**src/rtl/lane_density_encoder.sv**
```systemverilog
// ============================================================================
//  Module   : lane_density_encoder
//  Brief    : Per-lane detector conditioning, saturating queue counters and
//             hysteretic 2-bit density quantisers for four traffic lanes.
//  Revision : 1.0 - initial release
// ============================================================================
`default_nettype none

module lane_density_encoder #(
    parameter int CNT_W = 6,
    parameter int DEB   = 3,
    parameter int TH1   = 4,
    parameter int TH2   = 10,
    parameter int TH3   = 20,
    parameter int HYST  = 2
) (
    input  logic                 clk,
    input  logic                 rst,
    input  logic [3:0]           arr,
    input  logic [3:0]           dep,
    input  logic                 clr_flags,
    output logic [1:0]           Sa,
    output logic [1:0]           Sb,
    output logic [1:0]           Sc,
    output logic [1:0]           Sd,
    output logic [4*CNT_W-1:0]   cnt,
    output logic [3:0]           ovf,
    output logic [3:0]           udf
);

    localparam int                  c_STAB_W    = (DEB > 1) ? $clog2(DEB) : 1;
    localparam logic [c_STAB_W-1:0] c_STAB_LAST = c_STAB_W'(DEB - 1);
    localparam logic [CNT_W-1:0]    c_CNT_MAX   = '1;
    localparam logic [CNT_W-1:0]    c_TH1       = CNT_W'(TH1);
    localparam logic [CNT_W-1:0]    c_TH2       = CNT_W'(TH2);
    localparam logic [CNT_W-1:0]    c_TH3       = CNT_W'(TH3);
    localparam logic [CNT_W-1:0]    c_TH1_LO    = CNT_W'(TH1 - HYST);
    localparam logic [CNT_W-1:0]    c_TH2_LO    = CNT_W'(TH2 - HYST);
    localparam logic [CNT_W-1:0]    c_TH3_LO    = CNT_W'(TH3 - HYST);

    // Channels 0..3 are arrival detectors of lanes a..d, 4..7 the departures.
    logic [7:0]      r_sync1;
    logic [7:0]      r_sync2;
    logic [7:0]      w_evt;
    logic [3:0][1:0] w_lvl;

    always_ff @(posedge clk) begin
        if (rst) begin
            r_sync1 <= '0;
            r_sync2 <= '0;
        end else begin
            r_sync1 <= {dep, arr};
            r_sync2 <= r_sync1;
        end
    end

    generate
        for (genvar i = 0; i < 8; i++) begin : g_chan
            logic [c_STAB_W-1:0] r_stab;
            logic                r_filt;
            logic                r_filt_q;

            always_ff @(posedge clk) begin
                if (rst) begin
                    r_stab   <= '0;
                    r_filt   <= 1'b0;
                    r_filt_q <= 1'b0;
                end else begin
                    r_filt_q <= r_filt;
                    if (r_sync2[i] != r_filt) begin
                        if (r_stab == c_STAB_LAST) begin
                            r_filt <= ~r_filt;
                            r_stab <= '0;
                        end else begin
                            r_stab <= r_stab + 1'b1;
                        end
                    end else begin
                        r_stab <= '0;
                    end
                end
            end

            assign w_evt[i] = r_filt & ~r_filt_q;
        end
    endgenerate

    generate
        for (genvar l = 0; l < 4; l++) begin : g_lane
            logic [CNT_W-1:0] r_cnt;
            logic [1:0]       r_lvl;
            logic             r_ovf;
            logic             r_udf;
            logic             w_arr_only;
            logic             w_dep_only;
            logic             w_ovf_set;
            logic             w_udf_set;
            logic [CNT_W-1:0] w_up_th;
            logic [CNT_W-1:0] w_dn_th;

            assign w_arr_only = w_evt[l] & ~w_evt[l+4];
            assign w_dep_only = w_evt[l+4] & ~w_evt[l];
            assign w_ovf_set  = w_arr_only & (r_cnt == c_CNT_MAX);
            assign w_udf_set  = w_dep_only & (r_cnt == '0);

            always_ff @(posedge clk) begin
                if (rst) begin
                    r_cnt <= '0;
                end else if (w_arr_only && (r_cnt != c_CNT_MAX)) begin
                    r_cnt <= r_cnt + 1'b1;
                end else if (w_dep_only && (r_cnt != '0)) begin
                    r_cnt <= r_cnt - 1'b1;
                end
            end

            // A new saturation event outranks a simultaneous clear request.
            always_ff @(posedge clk) begin
                if (rst) begin
                    r_ovf <= 1'b0;
                    r_udf <= 1'b0;
                end else begin
                    if (w_ovf_set) begin
                        r_ovf <= 1'b1;
                    end else if (clr_flags) begin
                        r_ovf <= 1'b0;
                    end
                    if (w_udf_set) begin
                        r_udf <= 1'b1;
                    end else if (clr_flags) begin
                        r_udf <= 1'b0;
                    end
                end
            end

            always_comb begin
                w_up_th = c_CNT_MAX;
                w_dn_th = '0;
                case (r_lvl)
                    2'd0: begin
                        w_up_th = c_TH1;
                        w_dn_th = '0;
                    end
                    2'd1: begin
                        w_up_th = c_TH2;
                        w_dn_th = c_TH1_LO;
                    end
                    2'd2: begin
                        w_up_th = c_TH3;
                        w_dn_th = c_TH2_LO;
                    end
                    default: begin
                        w_up_th = c_CNT_MAX;
                        w_dn_th = c_TH3_LO;
                    end
                endcase
            end

            // Single step per cycle; the upward test has priority.
            always_ff @(posedge clk) begin
                if (rst) begin
                    r_lvl <= 2'd0;
                end else if ((r_lvl != 2'd3) && (r_cnt >= w_up_th)) begin
                    r_lvl <= r_lvl + 2'd1;
                end else if ((r_lvl != 2'd0) && (r_cnt < w_dn_th)) begin
                    r_lvl <= r_lvl - 2'd1;
                end
            end

            assign cnt[l*CNT_W +: CNT_W] = r_cnt;
            assign w_lvl[l]              = r_lvl;
            assign ovf[l]                = r_ovf;
            assign udf[l]                = r_udf;
        end
    endgenerate

    assign Sa = w_lvl[0];
    assign Sb = w_lvl[1];
    assign Sc = w_lvl[2];
    assign Sd = w_lvl[3];

endmodule

`default_nettype wire

```
**config.mk**
```make
export PLATFORM = sky130hd
export DESIGN_NAME = lane_density_encoder
export DESIGN_NICKNAME = d
export VERILOG_FILES = /design/src/rtl/lane_density_encoder.sv
export SDC_FILE = /design/constraint.sdc
export NUM_CORES = 1
export LEC_CHECK = 0
export CAP_MARGIN = 20
export CORE_MARGIN = 2
export CORE_UTILIZATION = 35
export CTS_BUF_LIST = sky130_fd_sc_hd__clkbuf_8
export DETAILED_ROUTE_END_ITERATION = 8
export SYNTH_ARGS = -nofsm -noshare
export SYNTH_HDL_FRONTEND = slang
export SYNTH_SLANG_ARGS = --single-unit
```
**constraint.sdc**
```tcl
create_clock -name clk -period 3 [get_ports clk]
set_input_delay 0.3 -clock clk [delete_from_list [all_inputs] [get_ports clk]]
set_output_delay 0.3 -clock clk [all_outputs]
set_load 0.005 [all_outputs]
```
Word-level counts from Yosys, hierarchy flattened
Index checks and enable logic that the tools add are counted.
W data, S select, Z words.
- flip-flop bits (word level): 88
- bits of input ports: 11
- output and inout bits: 40
- logic and storage cells: 263
- $add $sub $neg: 24
- $lt $le $gt $ge: 8
- equality and inequality tests: 36
- multiplexer cells: 33
- bitwise gates (word level): 56
- reductions and logical operators: 64
- operator list (cell ; count):
    $pmux W6 S3 ; 4
    $pmux W5 S3 ; 4
    $mux W6 ; 8
    $reduce_bool A2 Y1 ; 20
    $not A1 Y1 ; 32
    $add A2 B1 Y2 const B ; 12
    $add A6 B1 Y6 const B ; 4
    $and A1 B1 Y1 ; 24
    $eq A2 B2 Y1 const B ; 12
    $eq A6 B6 Y1 const B ; 4
    $ge A6 B6 Y1 ; 4
    $logic_not A6 Y1 ; 4
    $lt A6 B6 Y1 ; 4
    $ne A6 B6 Y1 const B ; 4
    $reduce_bool A6 Y1 ; 4
    $reduce_or A3 Y1 ; 8
    $sub A6 B1 Y6 const B ; 4
    $logic_and A1 B1 Y1 ; 16
    $mux W2 ; 8
    $reduce_and A2 Y1 ; 8
    $mux W1 ; 9
    $eq A2 B1 Y1 const B ; 4
    $logic_not A2 Y1 ; 4
    $ne A1 B1 Y1 ; 8
    2 further kinds ; 8

Longest topological paths before layout
- depth after elaboration: 7
- mapped depth: 11
- mapped depth without buffers: 11

Least setup slack after synthesis
No wires, ideal clock.
- kind: flip-flop to flip-flop
- start: register g_lane[3].r_cnt[3]
- end: register g_lane[3].r_cnt[5]
- setup time: 0.086 ns
- arrival time: 2.414 ns
- required time: 2.914 ns
- slack: 0.500 ns
- stages on the path, launching flop included: 11
- path buffers: 0
- period minus slack after synthesis: 2.500 ns
- cell sequence: dfxtp_1 -> nand4_1 -> nor2_1 -> nor3_1 -> inv_1 -> ha_1 -> a21o_1 -> a21oi_1 -> o21ai_1 -> o311a_1 -> a211oi_1
- longest elaborated chain between the ends: 3
- elaborated cells on any way between the ends: 9
- those cells by class: add/sub: 2; eq/ne: 1; mux: 2; reduce/logical: 4
- ends and longest elaborated chain (element ; RTL line ; text):
    start, declared ; 89 ; logic [CNT_W-1:0] r_cnt;
    start signal, assigned ; 109 ; r_cnt <= r_cnt + 1'b1;
    start signal, assigned ; 111 ; r_cnt <= r_cnt - 1'b1;
    $sub A6 B1 Y6 (tied with other cells) ; 111 ;
    $mux W6 (tied with other cells) ; 110 ; end else if (w_dep_only && (r_cnt != '0)) begin
    $mux W6 or $reduce_bool A2 Y1 (tied branches) ; -- ;
Several ways; a longest one is shown, not always the timed one. The select of a mux whose other input is x is not followed.
A chain may end at the register's enable or synchronous reset.

Worst setup path after layout
- start: register g_lane[3].r_cnt[1]
- end: register g_lane[3].r_cnt[5]
Same word-level chain as after synthesis.

==> out/metrics.cfg <==
[synthesis]
synthArstFlopShare_pct = 0
netlist_area_um2 = 5039
synth.distinct_cells = 51
syn_nets = 634
synth_mux_area_share_pct = 5.389
synth_top_family_by_area = simple AND/OR/NAND/NOR gates
synth_compound_area_share_pct = 10.03
synth_xor_xnor_area_share_pct = 5.215
netlist_instances = 548
seq_area_frac_synth_pct = 34.96
yosys_warnings = 0
ys.flop_type = dfxtp_1
synth_edf_count = 0
synth_fa_ha_area_share_pct = 19.22
synth-simple-area-share_pct = 19.42
avgSynthCellArea_um2 = 9.194
synth_seq_cells = 88

[clock_tree]
ctsHoldBuffers = 0
clkSinkCount = 88
cts-resized-gates = 0
cts-root-buf = clkbuf_8
cts.path.max_buffers = 2
path_clk_slew_ns = 0.08
cts-buffers-inserted = 9
clk_latency_ns = 0.36
cts_tree = yes
cts_setup_buffers = 0
cts-htree-levels = 3

[timing]
hold_violations = 0
skew_ns = 0.01046
setup_tns_ns = 0
period_share_pct = 91.60
setup_violations = 0
layout_min_cycle_time_ns = 2.748
tightest_slew_ns = 0.6153
drv_slew = 0
slew_headroom_pct = 58.88
max_freq_mhz = 363.9
grt_setup_unrepaired = false

[global_route]
grt_first_pass_wirelength_um = 16140
antenna_found_initial = 0
grt_pass1_vias = 3573
grt_start_max_net_pins = 40
grt_usage_pct = 13.16
grt.overflow.total = 0

[finish]
diodes = 0
mostFrequentLayoutCells = dfxtp_1, nor2_1, ha_1, clkdlybuf4s50_1, inv_1
final_core_util_pct = 41.94
final_common_cell = dfxtp_1
drive_above_1_share_pct = 6.000
fin_nets = 681
fin_cells = 780
area_growth_pct = 16.44
fillers = 1389

[route]
drt-initial-drc-count = 108
viasPerCell = 4.800
drt_first_pass_iters = 4
antenna_left = 0
finalWirelength_um = 9373
wire_per_inst_um = 12.02
drc_errors = 0
vias = 3744

[place]
hpwl_um = 7081
placedCellCount = 764
gp_congestion = 0.8156
io_buffers = 50

[critical_path]
r2r_end = g_lane[3].r_cnt[5]
crit_path_start_kind = register
cp.required_ns = 3.27
worstPathCellList = nand2_1 -> nor2_1 -> nor3_1 -> inv_1 -> ha_1 -> a21o_1 -> a21oi_1 -> o21ai_1 -> o311a_1 -> a211oi_1
critical_path_arrival_ns = 3.02
rrSetupSlack_ns = 0.25
cp_max_fo = 8
r2r-start = g_lane[3].r_cnt[1]
worstSetupPathType = register to register
cpMaxStageDelayCell = nor3_1
cp_slowest_stage_delay_ns = 0.43
reg2reg_depth = 10
end_kind = register

[power]
clkPwrFrac_pct = 34.9
p_leak_nw = 2.471
sequentialPowerShare_pct = 51.6
finalPower_w = 0.002382
p_per_area_nw_per_um2 = 406.0
sw_frac_of_total_pct = 25.25
p_comb_share_pct = 13.6
p_int_w = 0.001781
netSwitchingPower_w = 0.0006016
vdd_drop_max_mv = 0.2732

[floorplanning]
die_w_um = 124.0
initial_core_util_pct = 36.02
num_io_pins = 51
coreArea_um2 = 13990
die_h_um = 124.0
rows = 43
die_area_um2 = 15370

[worst_hold_path]
whs_endpoint = r_sync1[3]
hp-class = primary input to register
min-delay-start = rst
holdPathStages = 2

[run_status]
status = finished, final reports clean

[run]
drv_cap = 0

## per-stage QoR
stage / worst slack (ns) / instance area (um^2) / hold WS, ns
after floorplan: 0.5002 / 5039 / 0.3912
final: 0.2520 / 5867 / 0.1895
after global placement: 0.3410 / 5668 / 0.3977
after CTS: 0.2674 / 5867 / 0.1689
after global routing: 0.1005 / 5867 / 0.1651
after detailed placement: 0.3046 / 5668 / 0.4020
## registers in the layout, summed over array words and instances, names as in the netlist, 4 cells and up
register	count
g_lane.r_ovf	4
g_chan.r_filt_q	8
g_lane.r_cnt	24
g_chan.r_filt	8
r_sync1	8
r_sync2	8
g_chan.r_stab	16
g_lane.r_udf	4
## per-layer routing
layer  routed length, um  part of all wire [%]  vias up  track usage (%)
met2                4366                    47       66            22.36
met3                 339                   3.6       16            2.564
met1                4459                    48     1722            16.00
met5                   0                     0        -                0
li1                    -                     -     1940                -
met4                 208                   2.2        0            6.250
## cell usage after synthesis (2+ instances only)
| master | n | area (um^2) |
|---|---|---|
| a22oi_1 | 4 | 30.03 |
| mux2i_1 | 26 | 260.3 |
| a31oi_1 | 3 | 18.77 |
| o21a_1 | 2 | 15.01 |
| buf_4 | 8 | 60.06 |
| dfxtp_1 | 88 | 1762 |
| nor2_4 | 3 | 33.78 |
| o21ai_1 | 8 | 40.04 |
| o21ai_0 | 2 | 10.01 |
| or4_1 | 4 | 30.03 |
| ha_1 | 71 | 888.4 |
| or2_1 | 4 | 25.02 |
| inv_1 | 42 | 157.7 |
| nor2b_1 | 34 | 212.7 |
| a21o_1 | 13 | 97.59 |
| a32oi_1 | 4 | 35.03 |
| nor3_2 | 6 | 60.06 |
| xor2_1 | 6 | 52.55 |
| a21oi_1 | 26 | 130.1 |
| inv_2 | 3 | 11.26 |
| xnor2_1 | 24 | 210.2 |
| fa_1 | 4 | 80.08 |
| a211oi_1 | 3 | 22.52 |
| nand2_1 | 15 | 56.30 |
| nand3_1 | 5 | 25.02 |
| and3_1 | 2 | 12.51 |
| or3_1 | 8 | 50.05 |
| clkbuf_1 | 7 | 26.28 |
| nand4_1 | 5 | 31.28 |
| nor3b_1 | 2 | 15.01 |
| nor3_1 | 7 | 35.03 |
| nand2b_1 | 11 | 68.82 |
| nor2_1 | 80 | 300.3 |
## final cells by class
cell class / instances / area, um^2 / area share [%]
clock inverters: 5 / 47.55 / 0.8104
multi-input cells: 397 / 2987 / 50.91
repair buffers: 54 / 525.5 / 8.957
clock buffers: 11 / 151.4 / 2.581
inverters: 45 / 168.9 / 2.879
flip-flops and latches: 88 / 1762 / 30.03
well taps: 180 / 225.2 / 3.839
## critical path: cells and delay by family, from the launching register on
family	cells	cell delay, ns
AO/OA/AOI/OAI	5	1.12
adder cells (fa/ha/maj)	1	0.31
AND/OR/NAND/NOR	3	0.59
flip-flops	1	0.41
buffers and inverters	1	0.22
## worst max path at each step
stage | startpoint | end | depth (start not counted)
5_1_grt | g_lane[3].r_cnt[1] | g_lane[3].r_cnt[5] | 10
6_report | g_lane[3].r_cnt[1] | g_lane[3].r_cnt[5] | 10
3_5_place_dp | g_lane[3].r_cnt[1] | g_lane[3].r_cnt[5] | 10
2_1_floorplan | g_lane[3].r_cnt[3] | g_lane[3].r_cnt[5] | 10
4_1_cts | g_lane[3].r_cnt[1] | g_lane[3].r_cnt[5] | 10
3_3_place_gp | g_lane[3].r_cnt[1] | g_lane[3].r_cnt[5] | 10
## power groups by stage
stage / sequential, W / combinational (W) / clock (W)
6_report: 0.00123 / 0.000324 / 0.000830
5_1_grt: 0.00123 / 0.000374 / 0.000927
4_1_cts: 0.00123 / 0.000329 / 0.000876
3_5_place_dp: 0.00126 / 0.000326 / 0
3_3_place_gp: 0.00125 / 0.000319 / 0
2_1_floorplan: 0.00125 / 0.000231 / 0
## cell families (layout without fill, tap and decap cells)
logic type	Yosys count	count (layout)
AO/OA/AOI/OAI	76	76
XOR/XNOR	30	30
adder cells (fa/ha/maj)	75	75
buffers and inverters	63	115
flip-flops	88	88
multiplexers	27	27
AND/OR/NAND/NOR	189	189
(Power assumes the default switching activity.)
